<file path="config.mk">
export PLATFORM = sky130hd
export DESIGN_NAME = sw_input_conditioner
export DESIGN_NICKNAME = d
export VERILOG_FILES = /design/src/rtl/clf_pkg.sv /design/src/rtl/sw_debounce_bit.sv /design/src/rtl/sw_input_conditioner.sv
export SDC_FILE = /design/constraint.sdc
export NUM_CORES = 1
export LEC_CHECK = 0
export ABC_AREA = 1
export BUFFER_PORTS_ARGS = -buffer_cell sky130_fd_sc_hd__buf_2
export CAP_MARGIN = 10
export CORE_ASPECT_RATIO = 1.2
export CORE_MARGIN = 10
export CORE_UTILIZATION = 50
export DETAILED_ROUTE_END_ITERATION = 8
export GPL_TIMING_DRIVEN = 0
export PLACE_DENSITY = 0.68
export SLEW_MARGIN = 5
export SYNTH_ARGS = -nofsm -noshare
export SYNTH_HDL_FRONTEND = slang
export SYNTH_HIERARCHICAL = 1
export SYNTH_SLANG_ARGS = --single-unit
</file>
<file path="constraint.sdc">
create_clock -name clk -period 1.3 [get_ports clk]
set_input_delay 0.195 -clock clk [delete_from_list [all_inputs] [get_ports clk]]
set_output_delay 0.195 -clock clk [all_outputs]
set_load 0.03 [all_outputs]
</file>
<file path="src/rtl/clf_pkg.sv">
// Shared constants for the combination-lock front end and lock FSM.
package clf_pkg;

    localparam int unsigned SEL_W         = 2;
    localparam int unsigned N_SW_DEF      = 8;
    localparam int unsigned DB_CYCLES_DEF = 1_000_000;
    localparam int unsigned CNT_W_DEF     = 20;
    localparam int unsigned LOCKOUT_DEF   = 5_000_000;

    // Bits needed to hold values 0..val.
    function automatic int unsigned width_for(input int unsigned val);
        return (val < 2) ? 1 : $clog2(val + 1);
    endfunction

endpackage

</file>
<file path="src/rtl/sw_debounce_bit.sv">
// One switch bit: 2-FF synchroniser followed by a stable-level debounce counter.
module sw_debounce_bit
    import clf_pkg::*;
#(
    parameter int unsigned DB_CYCLES = DB_CYCLES_DEF,
    parameter int unsigned CNT_W     = CNT_W_DEF
) (
    input  logic clk,
    input  logic rst,
    input  logic sw_i,
    output logic db_o
);

    localparam logic [CNT_W-1:0] CntMax = CNT_W'(DB_CYCLES - 1);

    logic             sync1_q, sync2_q;
    logic             db_q, db_d;
    logic [CNT_W-1:0] cnt_q, cnt_d;

    always_comb begin
        cnt_d = cnt_q;
        db_d  = db_q;
        if (sync2_q == db_q) begin
            cnt_d = '0;
        end else if (cnt_q == CntMax) begin
            db_d  = sync2_q;
            cnt_d = '0;
        end else begin
            cnt_d = cnt_q + 1'b1;
        end
    end

    always_ff @(posedge clk or posedge rst) begin
        if (rst) begin
            sync1_q <= 1'b0;
            sync2_q <= 1'b0;
            db_q    <= 1'b0;
            cnt_q   <= '0;
        end else begin
            sync1_q <= sw_i;
            sync2_q <= sync1_q;
            db_q    <= db_d;
            cnt_q   <= cnt_d;
        end
    end

    assign db_o = db_q;

endmodule

</file>
<file path="src/rtl/sw_input_conditioner.sv">
// Switch front end: per-bit debounce, rising-edge detect, any/code press pulses.
// Optional hold-off after each event is enabled by defining SW_LOCKOUT_EN.
module sw_input_conditioner
    import clf_pkg::*;
#(
    parameter int unsigned N_SW      = N_SW_DEF,
    parameter int unsigned DB_CYCLES = DB_CYCLES_DEF,
    parameter int unsigned CNT_W     = CNT_W_DEF,
    parameter int unsigned LOCKOUT   = LOCKOUT_DEF
) (
    input  logic             clk,
    input  logic             rst,
    input  logic [N_SW-1:0]  sw,
    input  logic [SEL_W-1:0] sel,
    output logic             codesw,
    output logic             anysw,
    output logic [N_SW-1:0]  sw_db
);

    if ((64'(1) << CNT_W) < 64'(DB_CYCLES)) begin : g_bad_cnt_w
        $error("CNT_W too narrow for DB_CYCLES");
    end
    if (N_SW < (1 << SEL_W)) begin : g_bad_n_sw
        $error("N_SW must cover every sel value");
    end
    if (LOCKOUT == 0) begin : g_bad_lockout
        $error("LOCKOUT must be non-zero");
    end

    logic [N_SW-1:0] db;
    logic [N_SW-1:0] sw_db_q;
    logic [N_SW-1:0] rise;
    logic            anysw_q, anysw_d;
    logic            codesw_q, codesw_d;
    logic            ev_en;

    for (genvar i = 0; i < N_SW; i++) begin : g_bit
        sw_debounce_bit #(
            .DB_CYCLES (DB_CYCLES),
            .CNT_W     (CNT_W)
        ) u_db (
            .clk  (clk),
            .rst  (rst),
            .sw_i (sw[i]),
            .db_o (db[i])
        );
    end

    assign rise = db & ~sw_db_q;

`ifdef SW_LOCKOUT_EN
    localparam int unsigned LkW = width_for(LOCKOUT);

    logic [LkW-1:0] lock_cnt_q, lock_cnt_d;

    assign ev_en = (lock_cnt_q == '0);

    // Reload on every issued event; rises seen while non-zero are dropped.
    always_comb begin
        lock_cnt_d = lock_cnt_q;
        if (anysw_d) begin
            lock_cnt_d = LkW'(LOCKOUT);
        end else if (lock_cnt_q != '0) begin
            lock_cnt_d = lock_cnt_q - 1'b1;
        end
    end

    always_ff @(posedge clk or posedge rst) begin
        if (rst) begin
            lock_cnt_q <= '0;
        end else begin
            lock_cnt_q <= lock_cnt_d;
        end
    end
`else
    assign ev_en = 1'b1;
`endif

    always_comb begin
        anysw_d  = ev_en & (|rise);
        codesw_d = ev_en & rise[sel];
    end

    always_ff @(posedge clk or posedge rst) begin
        if (rst) begin
            sw_db_q  <= '0;
            anysw_q  <= 1'b0;
            codesw_q <= 1'b0;
        end else begin
            sw_db_q  <= db;
            anysw_q  <= anysw_d;
            codesw_q <= codesw_d;
        end
    end

    assign sw_db  = db;
    assign anysw  = anysw_q;
    assign codesw = codesw_q;

endmodule

</file>
# --- Word-level counts from Yosys, hierarchy flattened ---
# Index checks and enable logic that the tools add are counted.
word_totals:
  regBits: 194
classes:
  add_sub_neg: 8
  magnitude_cmp: 1
  n_eq_ne: 16
  n_mux: 18
  bitwise: 10
  reduce_logical: 9
ops:
  columns: ["op", "n"]
  rows:
  - ["2-to-1 mux 20 bit", 16]
  - ["adder 20 x 1 -> 20 bit (second input constant)", 8]
  - ["== test 20 bit (second input constant)", 8]
  - ["AND reduction 2 bit", 8]
  - ["AND 8 bit", 1]
  - ["== test 1 bit", 8]
  - ["NOT 1 bit", 8]
  - ["NOT 8 bit", 1]
  - ["OR reduction 8 bit", 1]
  - ["less-than comparator 2 x 4 -> 1 bit (second input constant)", 1]
  - ["binary-select mux 1 bit (select 2 bit)", 1]
  - ["2-to-1 mux 1 bit", 1]

# --- Longest topological paths before layout ---
# Gate-level depths: netlist of run 1.
logic_depth:
  depth_word: 4
  mapped_depth: 9
  ltp_nobuf: 9

# --- Hierarchy ---
# Netlist of run 1, hierarchy kept.
modules_own_cells:
  columns: ["module", "instances", "cells_per_inst", "area_each_um2"]
  rows:
  - ["sw_debounce_bit", 8, 162, 1338.8]
  - ["sw_input_conditioner", 1, 40, 372.9]

# --- Worst setup path before layout of run 1 ---
# Ideal clock, no wire load.
synth_timing:
  kind: "reg-to-reg"
  from: "register g_bit[2].u_db.db_q"
  to: "register g_bit[2].u_db.cnt_q[2]"
  setup_time_ps: 80
  t_arrival_ps: 1189
  required_time_ps: 1220
  slack_ps: 31
  path_stages_with_launch: 4
  path_buffers: 0
  period_less_slack_ps: 1269
  path_cell_list: "dfrtp_1 -> xor2_2 -> inv_2 -> nor3b_2"
synth_between:
  elab_chain_cells: 2
synth_rtl:
  columns: ["item", "line", "text"]
  rows:
  - ["start, declared", "sw_debounce_bit.sv:17", "logic db_q, db_d;"]
  - ["start signal, assigned", "sw_debounce_bit.sv:37", "db_q <= 1'b0;"]
  - ["start signal, assigned", "sw_debounce_bit.sv:42", "db_q <= db_d;"]
  - ["== test 1 bit", "sw_debounce_bit.sv:23", "if (sync2_q == db_q) begin"]
  - ["2-to-1 mux 20 bit", "sw_debounce_bit.sv:23", null]
  - ["named net g_bit[2].u_db.cnt_d[2]", "sw_debounce_bit.sv:18", "logic [CNT_W-1:0] cnt_q, cnt_d;"]
  - ["end signal, assigned", "sw_debounce_bit.sv:43", "cnt_q <= cnt_d;"]
  - ["end, declared", "sw_debounce_bit.sv:18", null]
# The timed path passes the listed nets, and every way through them passes these cells.
# A chain may end at the register's enable or synchronous reset.

# --- Worst setup path in the final report of run 1 ---
layout_timing:
  from: "register g_bit[3].u_db.cnt_q[0]"
  to: "register g_bit[3].u_db.cnt_q[1]"
layout_between:
  elab_chain_cells: 3
  elab_cells_between_ends: 4
  classes_between: "1 x add/sub; 1 x eq/ne; 2 x mux"
layout_rtl:
  columns: ["item", "line", "text"]
  rows:
  - ["start, declared", "sw_debounce_bit.sv:18", null]
  - ["start signal, assigned", "sw_debounce_bit.sv:43", null]
  - ["adder 20 x 1 -> 20 bit / == test 20 bit (equally long branches)", "sw_debounce_bit.sv:29, sw_debounce_bit.sv:25", null]
  - ["2-to-1 mux 20 bit (*)", "sw_debounce_bit.sv:25", "end else if (cnt_q == CntMax) begin"]
  - ["2-to-1 mux 20 bit (*)", "sw_debounce_bit.sv:23", null]
  - ["named net g_bit[3].u_db.cnt_d[1]", "sw_debounce_bit.sv:18", null]
# The timed path passes the listed nets; every way through them passes the cells marked *.

==> results of run 1 <==
## path summary, 6_finish.rpt
check                                          to  slack, ns  cells past startpoint
hold / removal                             codesw       0.02                      3
setup / recovery           g_bit[3].u_db/cnt_q[1]      -0.08                      6
hold reg to reg             g_bit[3].u_db/sync2_q       0.34                      0
setup reg to reg           g_bit[3].u_db/cnt_q[1]      -0.08                      6
min in group asynchronous   g_bit[5].u_db/sync2_q       0.08                      2
max in group asynchronous              sw_db_q[0]       0.59                      3
## final cells by class
class,count,area share [%]
clock buffer,20,3.124
multi-input combinational,996,47.72
inverter,146,3.938
tap,274,2.398
sequential,194,34.36
clock inverter,12,1.190
timing repair buffer,122,7.263
## power by group through the flow
stage / Clock, mW / Combinational [mW] / Sequential (mW)
CTS: 5.67 / 0.574 / 6.20
floorplan: 0 / 0.326 / 6.29
global route: 5.91 / 0.801 / 6.23
global placement: 0 / 0.445 / 6.29
detailed placement: 0 / 0.456 / 6.30
finish: 5.53 / 0.711 / 6.22
## per-layer routing
metal / vias up / global-route usage [%] / share of wire, %
met5: - / 0 / 0
met4: 0 / 5.598 / 1.3
met3: 32 / 2.856 / 2.6
met2: 142 / 31.08 / 53
met1: 4429 / 21.14 / 43
li1: 4507 / - / -
## through the flow
step | std cells | util, %
finish | 1764 | 65.66
global route | 1764 | 65.66
CTS | 1717 | 60.55
detailed placement | 1631 | 52.95
global placement | 1631 | 52.95
floorplan | 1336 | -
## state kept, by name, summed over array words and instances (netlist names)
register            count
g_bit.u_db/db_o         8
g_bit.u_db/sync2_q      8
g_bit.u_db/sync1_q      8
codesw                  1
anysw                   1
g_bit.u_db/cnt_q      160
sw_db_q                 8
## critical path: stages, from the launching register on
cell     delay, ns
dfrtp_1       0.41
ha_4          0.19
nand3_4       0.09
nor2_4        0.20
nand3_4       0.16
nand2_8       0.15
nor2_1        0.05
## cell usage after synthesis, drive strengths merged
| cell type | number |
|---|---|
| ha | 8 |
| a21oi | 16 |
| xnor2 | 16 |
| xor2 | 64 |
| nor3b | 16 |
| dfrtp | 194 |
| nand3b | 9 |
| or2 | 8 |
| nor3 | 24 |
| o21ai | 42 |
| nand2 | 270 |
| nand3 | 105 |
| nor2 | 386 |
| inv | 146 |
| nand4 | 32 |
## cells by family (layout without fill, tap and decap cells)
kind of cell,count (synthesis),in the layout
simple gates,850,850
flops,194,194
buf+inv,146,300
xor+xnor,80,80
compound gates,58,58
fa+ha+maj,8,8
## repair_timing
item	in CTS	in global routing
setup endpoints to repair	156	152
buffers inserted	45	47
hold buffers	9	0
pin swaps	67	115
gates resized for setup	139	212
endpoints found under the hold margin	18	0
## placed cells by master, fill, tap and decap left out, types with 45 or more instances in the layout
master,n
nor2_4,75
inv_1,116
nand2_2,76
dfrtp_1,147
buf_4,67
xor2_1,54
nand2_1,160
dfrtp_2,47
nor2_2,74
nor2_1,237
nand3_1,45
==> run_results.csv, run 1 <==
group,metric,value,unit
worst_hold_path,min_path_type,"in -> reg",
yosys,ys_ff_latch,194,
finish,fin_area,0.01430,mm²
place,dpl_cell_area,0.01153,mm²
yosys,ys_seq_area_share,43.80,%
yosys,synth_xor_area_share,6.864,%
cts,clk_pin_slew,0.08,ns
yosys,synth.distinct_cells,24,
cts,clock_path_buffers,2,
yosys,synth_fa_ha_area_share,0.9031,%
yosys,synth_top_area_share,43.80,%
setup_path,start_kind,"flop",
sta,setup_tns,-2.397,ns
sta,period_minus_slack,1.377,ns
finish,num_antenna_cells,0,
power_and_ir_drop,pwr-share-seq,49.9,%
sta,fmax,726.3,MHz
cts,cts_tree,"built",
drt,drc,0,
finish,multi_input_area,0.006824,mm²
worst_hold_path,min_from,"sel[1]",
yosys,syn_inst,1336,
place,place_ws,-0.2001,ns
run_status,violations,"setup timing",
sta,hold_ws,0.02376,ns
finish,area_delta_synth_final,29.01,%
yosys,synthesis.area,0.01108,mm²
setup_path,worst-setup-path-type,"reg -> reg",
setup_path,reg2reg_from,"g_bit[3].u_db/cnt_q[0]",
power_and_ir_drop,net-switching-power,2.936,mW
global_route,antenna_found_initial,0,
setup_path,critPathCaptureType,"flop",
sta,finalHoldViolCount,0,
yosys,synth_top_family_by_area,"simple AND/OR/NAND/NOR gates",
floorplan,initial_core_util,50.89,%
floorplan,design.core.area,0.02178,mm²
cts,cts_buffers,17,
drt,viasPerCell,5.164,
yosys,synthMuxAreaShare,0,%
power_and_ir_drop,p_comb_share,5.7,%
setup_path,startpoint,"g_bit[3].u_db/cnt_q[0]",
yosys,yosysTopAreaCell,"dfrtp_1",
finish,ff_latch_area,0.004913,mm²
yosys,synth_compound_area_share,2.619,%
floorplan,boundaryPins,22,
setup_path,critPathMaxFanout,7,
place,dpl.hpwl,16460,µm
cts,htree_num_levels,4,
run_status,status,"complete, but fails checks",
power_and_ir_drop,switching_share,23.56,%
floorplan,dieArea,0.02855,mm²
power_and_ir_drop,p_int,9.526,mW
global_route,grt_usage,17.50,%
place,portBuffers,21,
global_route,overflow,0,
global_route,grt_pass1_vias,9107,
cts,cts-root-buf,"clkbuf_16",
power_and_ir_drop,ir_worst_vdd,867.6,µV
yosys,ys_warn_count,6,
sta,fin_crit_sh,105.9,%
power_and_ir_drop,p_per_area,871.6,mW/mm²
power_and_ir_drop,p_clk_share,44.4,%
yosys,synth_area_leaders,"dfrtp_1, nor2_1, nand2_1",
sta,tightest_slew,0.9014,ns
place,place.gp.congestion,0.8939,
sta,setup_slack,-0.07685,ns
sta,maxSlewViolCount,0,
floorplan,rows,59,
drt,via_count,9110,
yosys,syn_nets,1356,
setup_path,arrival,1.70,ns
drt,wl,25310,µm
sta,finalSetupViolations,76,
cts,clk_latency,0.44,ns
flow_run,max_cap_viol_count,0,
drt,ant_nets,0,
sta,slew_headroom,39.84,%
drt,drtPass1Iterations,5,
finish,drive_gt1_share,40.94,%
finish,n_fill_cell,1776,
sta,finClkSkew,0.01394,ns
drt,drtIter0Drc,432,
global_route,grt_max_degree,24,
floorplan,dieHeight,183.1,µm
power_and_ir_drop,finalPower,12.46,mW
finish,nets,1497,
sta,rsz0062_at_grt,"yes",
cts,clock_sinks,194,
yosys,avgSynthCellArea,8.296,µm²
drt,drt-wirelength-per-cell,14.35,µm
setup_path,cp.required,1.62,ns
floorplan,die_x,155.9,µm
global_route,grt_pass1_wl,42120,µm
power_and_ir_drop,p_leak,6.004,nW
yosys,synthSimpleGateAreaFrac,40.87,%
Power figures use the tool's default switching activity.
==> inputs of run 2 (changes only) <==
--- a/config.mk
+++ b/config.mk
@@ -5,7 +5,6 @@
 export SDC_FILE = /design/constraint.sdc
 export NUM_CORES = 1
 export LEC_CHECK = 0
-export ABC_AREA = 1
 export BUFFER_PORTS_ARGS = -buffer_cell sky130_fd_sc_hd__buf_2
 export CAP_MARGIN = 10
 export CORE_ASPECT_RATIO = 1.2
@@ -13,7 +12,7 @@
 export CORE_UTILIZATION = 50
 export DETAILED_ROUTE_END_ITERATION = 8
 export GPL_TIMING_DRIVEN = 0
-export PLACE_DENSITY = 0.68
+export PLACE_DENSITY = 0.69
 export SLEW_MARGIN = 5
 export SYNTH_ARGS = -nofsm -noshare
 export SYNTH_HDL_FRONTEND = slang
==> constraint.sdc (replaced) <==
create_clock -name clk -period 1.3 [get_ports clk]
set_input_delay 0.065 -clock clk [delete_from_list [all_inputs] [get_ports clk]]
set_output_delay 0.065 -clock clk [all_outputs]
set_load 0.03 [all_outputs]
==> run_results.csv, run 2 <==
group,metric,value,unit
run_status,status,"complete, but fails checks",
run_status,violations,"setup timing",
global_route,grt_pass1_wl,38090,µm
finish,nets,1201,
finish,largest_reg_flops,160,
cts,clk_latency,0.43,ns
place,portBuffers,21,
worst_hold_path,min_path_type,"in -> reg",
finish,final_cell_mix,"buf_4, dfrtp_1, nor2_2",
place,place_ws,-0.5357,ns
finish,layout_commonest_cell,"buf_4",
yosys,syn_inst,895,
setup_path,start_kind,"flop",
floorplan,dieHeight,169.4,µm
floorplan,rows,54,
sta,fmax,566.9,MHz
floorplan,dieArea,0.02448,mm²
drt,drtPass1Iterations,5,
sta,finalHoldViolCount,0,
floorplan,die_x,144.5,µm
yosys,synth.distinct_cells,30,
power_and_ir_drop,p_comb_share,6.3,%
yosys,yosysTopAreaCell,"dfrtp_1",
power_and_ir_drop,switching_share,22.87,%
sta,slew_headroom,63.80,%
drt,viasPerCell,5.552,
floorplan,boundaryPins,22,
sta,maxSlewViolCount,0,
global_route,grt_max_degree,24,
cts,clk_pin_slew,0.07,ns
power_and_ir_drop,p_per_area,890.6,mW/mm²
finish,utilization,74.91,%
yosys,synth-edff-count,0,
yosys,avgSynthCellArea,10.39,µm²
yosys,ys_top_cells_by_count,"dfrtp_1, nor2_1, xnor2_1",
finish,n_fill_cell,1111,
yosys,synthFlopType,"dfrtp_1",
power_and_ir_drop,p_leak,5.657,nW
finish,regMostFlops,"g_bit.u_db/cnt_q",
power_and_ir_drop,ir_worst_vdd,998.6,µV
setup_path,arrival,2.11,ns
yosys,synth_area_leaders,"dfrtp_1, xnor2_1, nor2_1",
yosys,ys_seq_area_share,52.21,%
finish,num_antenna_cells,0,
yosys,ys_warn_count,6,
global_route,overflow,0,
place,place_inst,1140,
sta,tightest_slew,0.5430,ns
flow_run,max_cap_viol_count,0,
power_and_ir_drop,p_clk_share,42.6,%
drt,drt-wirelength-per-cell,17.49,µm
cts,cts-root-buf,"clkbuf_16",
floorplan,design.core.area,0.01824,mm²
global_route,grt_usage,18.80,%
global_route,grt_pass1_vias,7957,
global_route,antenna_found_initial,0,
power_and_ir_drop,finalPower,12.17,mW
setup_path,critPathMaxFanout,4,
sta,setup_tns,-53.13,ns
finish,layout.cells.non_filler,1417,
setup_path,worst-setup-path-type,"reg -> reg",
cts,clock_path_buffers,2,
power_and_ir_drop,net-switching-power,2.784,mW
drt,drc,0,
floorplan,initial_core_util,50.97,%
yosys,synthesis.area,0.009299,mm²
drt,drtIter0Drc,493,
sta,finClkSkew,0.01186,ns
yosys,ys_ff_latch,194,
cts,cts_buffers,17,
power_and_ir_drop,p_int,9.387,mW
sta,fin_crit_sh,135.7,%
yosys,syn_nets,915,
drt,ant_nets,0,
drt,via_count,7867,
yosys,synth_most_common_cell,"dfrtp_1",
sta,finalSetupViolations,168,
finish,drive_gt1_share,51.97,%
sta,setup_slack,-0.4641,ns
cts,cts_tree,"built",
sta,rsz0062_at_grt,"yes",
sta,period_minus_slack,1.764,ns
drt,wl,24780,µm
setup_path,cp.required,1.65,ns
yosys,synth_top_area_share,52.21,%
power_and_ir_drop,pwr-share-seq,51.1,%
cts,clock_sinks,194,
place,dpl.hpwl,11620,µm
place,place.gp.congestion,0.8026,
cts,htree_num_levels,4,
yosys,synthArstFlopShare,100.0,%
setup_path,critPathCaptureType,"flop",
finish,area_delta_synth_final,46.96,%
[run 2: what timing repair did]
item,4_1_cts,5_1_grt
hold buffers,11,0
pin swaps,81,45
setup buffers,182,45
endpoints found under the hold margin,198,0
cloned,8,0
gates resized for setup,171,163
setup endpoints to repair,168,244
[run 2: layer usage]
layer | track usage, % | share of wire, % | vias to the layer above
li1 | - | - | 3697
met1 | 23.75 | 43 | 3984
met2 | 32.08 | 52 | 145
met3 | 2.744 | 2.8 | 41
met4 | 6.470 | 2.2 | 0
met5 | 0 | 0 | -
[run 2: critical path: stages (launching register included)]
cell,delay (ns)
dfrtp_2,0.43
nand4_4,0.16
or4_4,0.57
or3_1,0.35
a21oi_1,0.17
[run 2: layout make-up]
class / instances / area [µm²] / area share, %
Sequential cell: 194 / 4949 / 36.21
Clock inverter: 9 / 108.9 / 0.7966
Timing Repair Buffer: 267 / 2126 / 15.56
Multi-Input combinational cell: 650 / 5456 / 39.93
Clock buffer: 22 / 464.2 / 3.397
Inverter: 43 / 191.4 / 1.401
Buffer: 8 / 90.09 / 0.6592
Tap cell: 224 / 280.3 / 2.051
[run 2: worst paths after layout]
kind | endpoint | start | slack (ns) | cells after the start
max in group asynchronous | g_bit[7].u_db/cnt_q[3] | rst | 0.48 | 3
setup reg to reg | g_bit[0].u_db/cnt_q[17] | g_bit[0].u_db/cnt_q[6] | -0.46 | 4
hold reg to reg | g_bit[5].u_db/sync2_q | g_bit[5].u_db/sync1_q | 0.35 | 0
hold / removal | g_bit[1].u_db/sync1_q | sw[1] | 0.27 | 2
setup / recovery | g_bit[0].u_db/cnt_q[17] | g_bit[0].u_db/cnt_q[6] | -0.46 | 4
min in group asynchronous | anysw | rst | 0.42 | 3
[run 2: cells by family after synthesis]
family                   count (synthesis)  synth area share (%)
AND/OR/NAND/NOR                        447                 26.90
adder cells (fa/ha/maj)                  8                 1.076
flip-flops                             194                 52.21
AO/OA/AOI/OAI                           42                 2.664
multiplexers                            25                 2.933
buffers and inverters                   51                 2.166
XOR/XNOR                               128                 12.06
[run 2: power groups by stage]
stage / combinational (mW) / sequential [mW] / clock [mW]
after detailed placement: 0.413 / 6.32 / 0
final: 0.763 / 6.22 / 5.18
after floorplan: 0.302 / 6.30 / 0
after CTS: 0.674 / 6.21 / 5.27
after global placement: 0.407 / 6.32 / 0
after global routing: 0.846 / 6.23 / 5.50
[run 2: stage by stage]
stage,hold slack (ns),cell area [µm²]
2_1_floorplan,-0.09482,9669
3_3_place_gp,0.1727,10050
3_5_place_dp,0.1748,10050
4_1_cts,0.2531,12770
5_1_grt,0.2780,13670
6_report,0.2734,13670
==> inputs of run 3 (changes only) <==
--- a/config.mk
+++ b/config.mk
@@ -9,10 +9,11 @@
 export CAP_MARGIN = 10
 export CORE_ASPECT_RATIO = 1.2
 export CORE_MARGIN = 10
-export CORE_UTILIZATION = 50
+export CORE_UTILIZATION = 57
 export DETAILED_ROUTE_END_ITERATION = 8
 export GPL_TIMING_DRIVEN = 0
-export PLACE_DENSITY = 0.69
+export MAX_ROUTING_LAYER = met4
+export PLACE_DENSITY = 0.77
 export SLEW_MARGIN = 5
 export SYNTH_ARGS = -nofsm -noshare
 export SYNTH_HDL_FRONTEND = slang
==> run_results.csv, run 3 (synthesized netlist as in run 2, its figures left out) <==
group,metric,value,unit
global_route,grt_max_degree,24,
sta,period_minus_slack,1.832,ns
setup_path,slowest_stage,"or4_4",
floorplan,initial_core_util,57.60,%
setup_path,worst-setup-path-type,"reg -> reg",
drt,drtPass1Iterations,6,
sta,setup_slack,-0.5324,ns
setup_path,arrival,2.20,ns
sta,hold_ws,0.2609,ns
floorplan,dieHeight,159.9,µm
floorplan,dieArea,0.02184,mm²
finish,largest_reg_flops,160,
sta,finClkSkew,0.01362,ns
finish,fin_area,0.01392,mm²
power_and_ir_drop,p_leak,5.839,nW
run_status,status,"complete, but fails checks",
finish,layout_commonest_cell,"buf_4",
setup_path,critPathMaxFanout,4,
drt,wl,32510,µm
run_status,violations,"setup timing",
finish,num_antenna_cells,0,
floorplan,die_x,136.6,µm
global_route,grt_usage,24.99,%
sta,rsz0062_at_grt,"yes",
finish,final_cell_mix,"buf_4, dfrtp_1, nor2_2",
sta,fmax,545.7,MHz
place,portBuffers,21,
power_and_ir_drop,ir_worst_vdd,968.3,µV
worst_hold_path,min_path_type,"in -> reg",
setup_path,cp_top_family,"simple AND/OR/NAND/NOR gates",
sta,finalHoldViolCount,0,
place,dpl_cell_area,0.01004,mm²
sta,setup_tns,-64.24,ns
place,dpl.hpwl,11740,µm
setup_path,cp.required,1.67,ns
cts,clk_latency,0.44,ns
sta,maxSlewViolCount,0,
finish,drive_gt1_share,53.76,%
cts,clock_sinks,194,
finish,n_fill_cell,678,
place,place.gp.congestion,0.8470,
global_route,grt_pass1_vias,8883,
floorplan,boundaryPins,22,
setup_path,path_cells,"buf_4, nand4_1, or4_4, or3_4, a21oi_2",
place,place_ws,-0.5336,ns
cts,cts_tree,"built",
sta,finalSetupViolations,168,
sta,fin_crit_sh,141.0,%
drt,ant_nets,0,
drt,drc,0,
flow_run,max_cap_viol_count,0,
cts,cts_buffers,17,
finish,utilization,86.25,%
sta,tightest_slew,0.5794,ns
sta,slew_headroom,61.29,%
global_route,antenna_found_initial,0,
drt,viasPerCell,6.217,
cts,htree_num_levels,4,
cts,clock_path_buffers,2,
finish,area_delta_synth_final,49.74,%
setup_path,r2r_slack,-0.53,ns
finish,nets,1231,
global_route,grt_pass1_wl,43420,µm
setup_path,path_buf_inv,1,
cts,clk_pin_slew,0.07,ns
floorplan,rows,51,
floorplan,design.core.area,0.01614,mm²
setup_path,start_kind,"flop",
drt,drt-wirelength-per-cell,22.64,µm
finish,regMostFlops,"g_bit.u_db/cnt_q",
power_and_ir_drop,p_per_area,872.2,mW/mm²
setup_path,critPathCaptureType,"flop",
setup_path,critPathMaxStageDelay,0.52,ns
drt,drtIter0Drc,827,
global_route,overflow,0,
drt,via_count,8928,
cts,cts-root-buf,"clkbuf_16",
==> run 3: cell count changes in the layout (fill, tap and decap cells not counted), moves of 4 or more <==
cell and delta:
dfrtp_1 +10, buf_4 +29, nor2_1 -8, nor2_4 +4
nor2_2 +4, dfrtp_2 -10
==> run 3: cell type report <==
type,count,area (µm²),share of cell area (%)
plain buffers,8,90.09,0.6470
clock buffers,20,436.7,3.136
clock inverters,12,108.9,0.7817
inverters,43,191.4,1.375
multi-input cells,650,5532,39.73
flip-flops and latches,194,4936,35.45
well taps,212,265.3,1.905
repair buffers,297,2365,16.98
==> run 3: final timing paths <==
| check | endpoint | depth (start not counted) | from |
|---|---|---|---|
| max in group asynchronous | g_bit[0].u_db/cnt_q[12] | 3 | rst |
| min reg2reg | g_bit[3].u_db/sync2_q | 0 | g_bit[3].u_db/sync1_q |
| min | g_bit[1].u_db/sync1_q | 2 | sw[1] |
| max reg2reg | g_bit[7].u_db/cnt_q[17] | 5 | g_bit[7].u_db/cnt_q[0] |
| max | g_bit[7].u_db/cnt_q[17] | 5 | g_bit[7].u_db/cnt_q[0] |
| min in group asynchronous | sw_db_q[3] | 3 | rst |
==> run 3: power by group <==
group / leakage [nW] / switching, mW / internal, mW / total [mW]
Sequential: 2.55 / 0.109 / 6.12 / 6.23
Combinational: 3.03 / 0.472 / 0.363 / 0.835
Clock: 0.265 / 2.43 / 2.65 / 5.08
Total: 5.84 / 3.01 / 9.14 / 12.1
==> run 3: layer usage <==
metal	wire length, µm	track usage [%]
met1	11610	27.80
met5	0	-
met2	16940	42.89
met3	2023	4.865
met4	1939	9.845
==> run 3: stage by stage <==
step / power, mW / instances
finish: 12.15 / 1436
global route: 12.52 / 1436
CTS: 11.89 / 1390
detailed placement: 6.729 / 1128
global placement: 6.717 / 1128
floorplan: 6.604 / 895
==> run 3: repair_timing <==
action / CTS / global route
gates cloned: 7 / 1
setup endpoints to repair: 169 / 199
hold buffers: 11 / 0
resized for setup: 180 / 171
pin swaps: 77 / 52
endpoints found under the hold margin: 203 / 0
setup buffers: 212 / 45
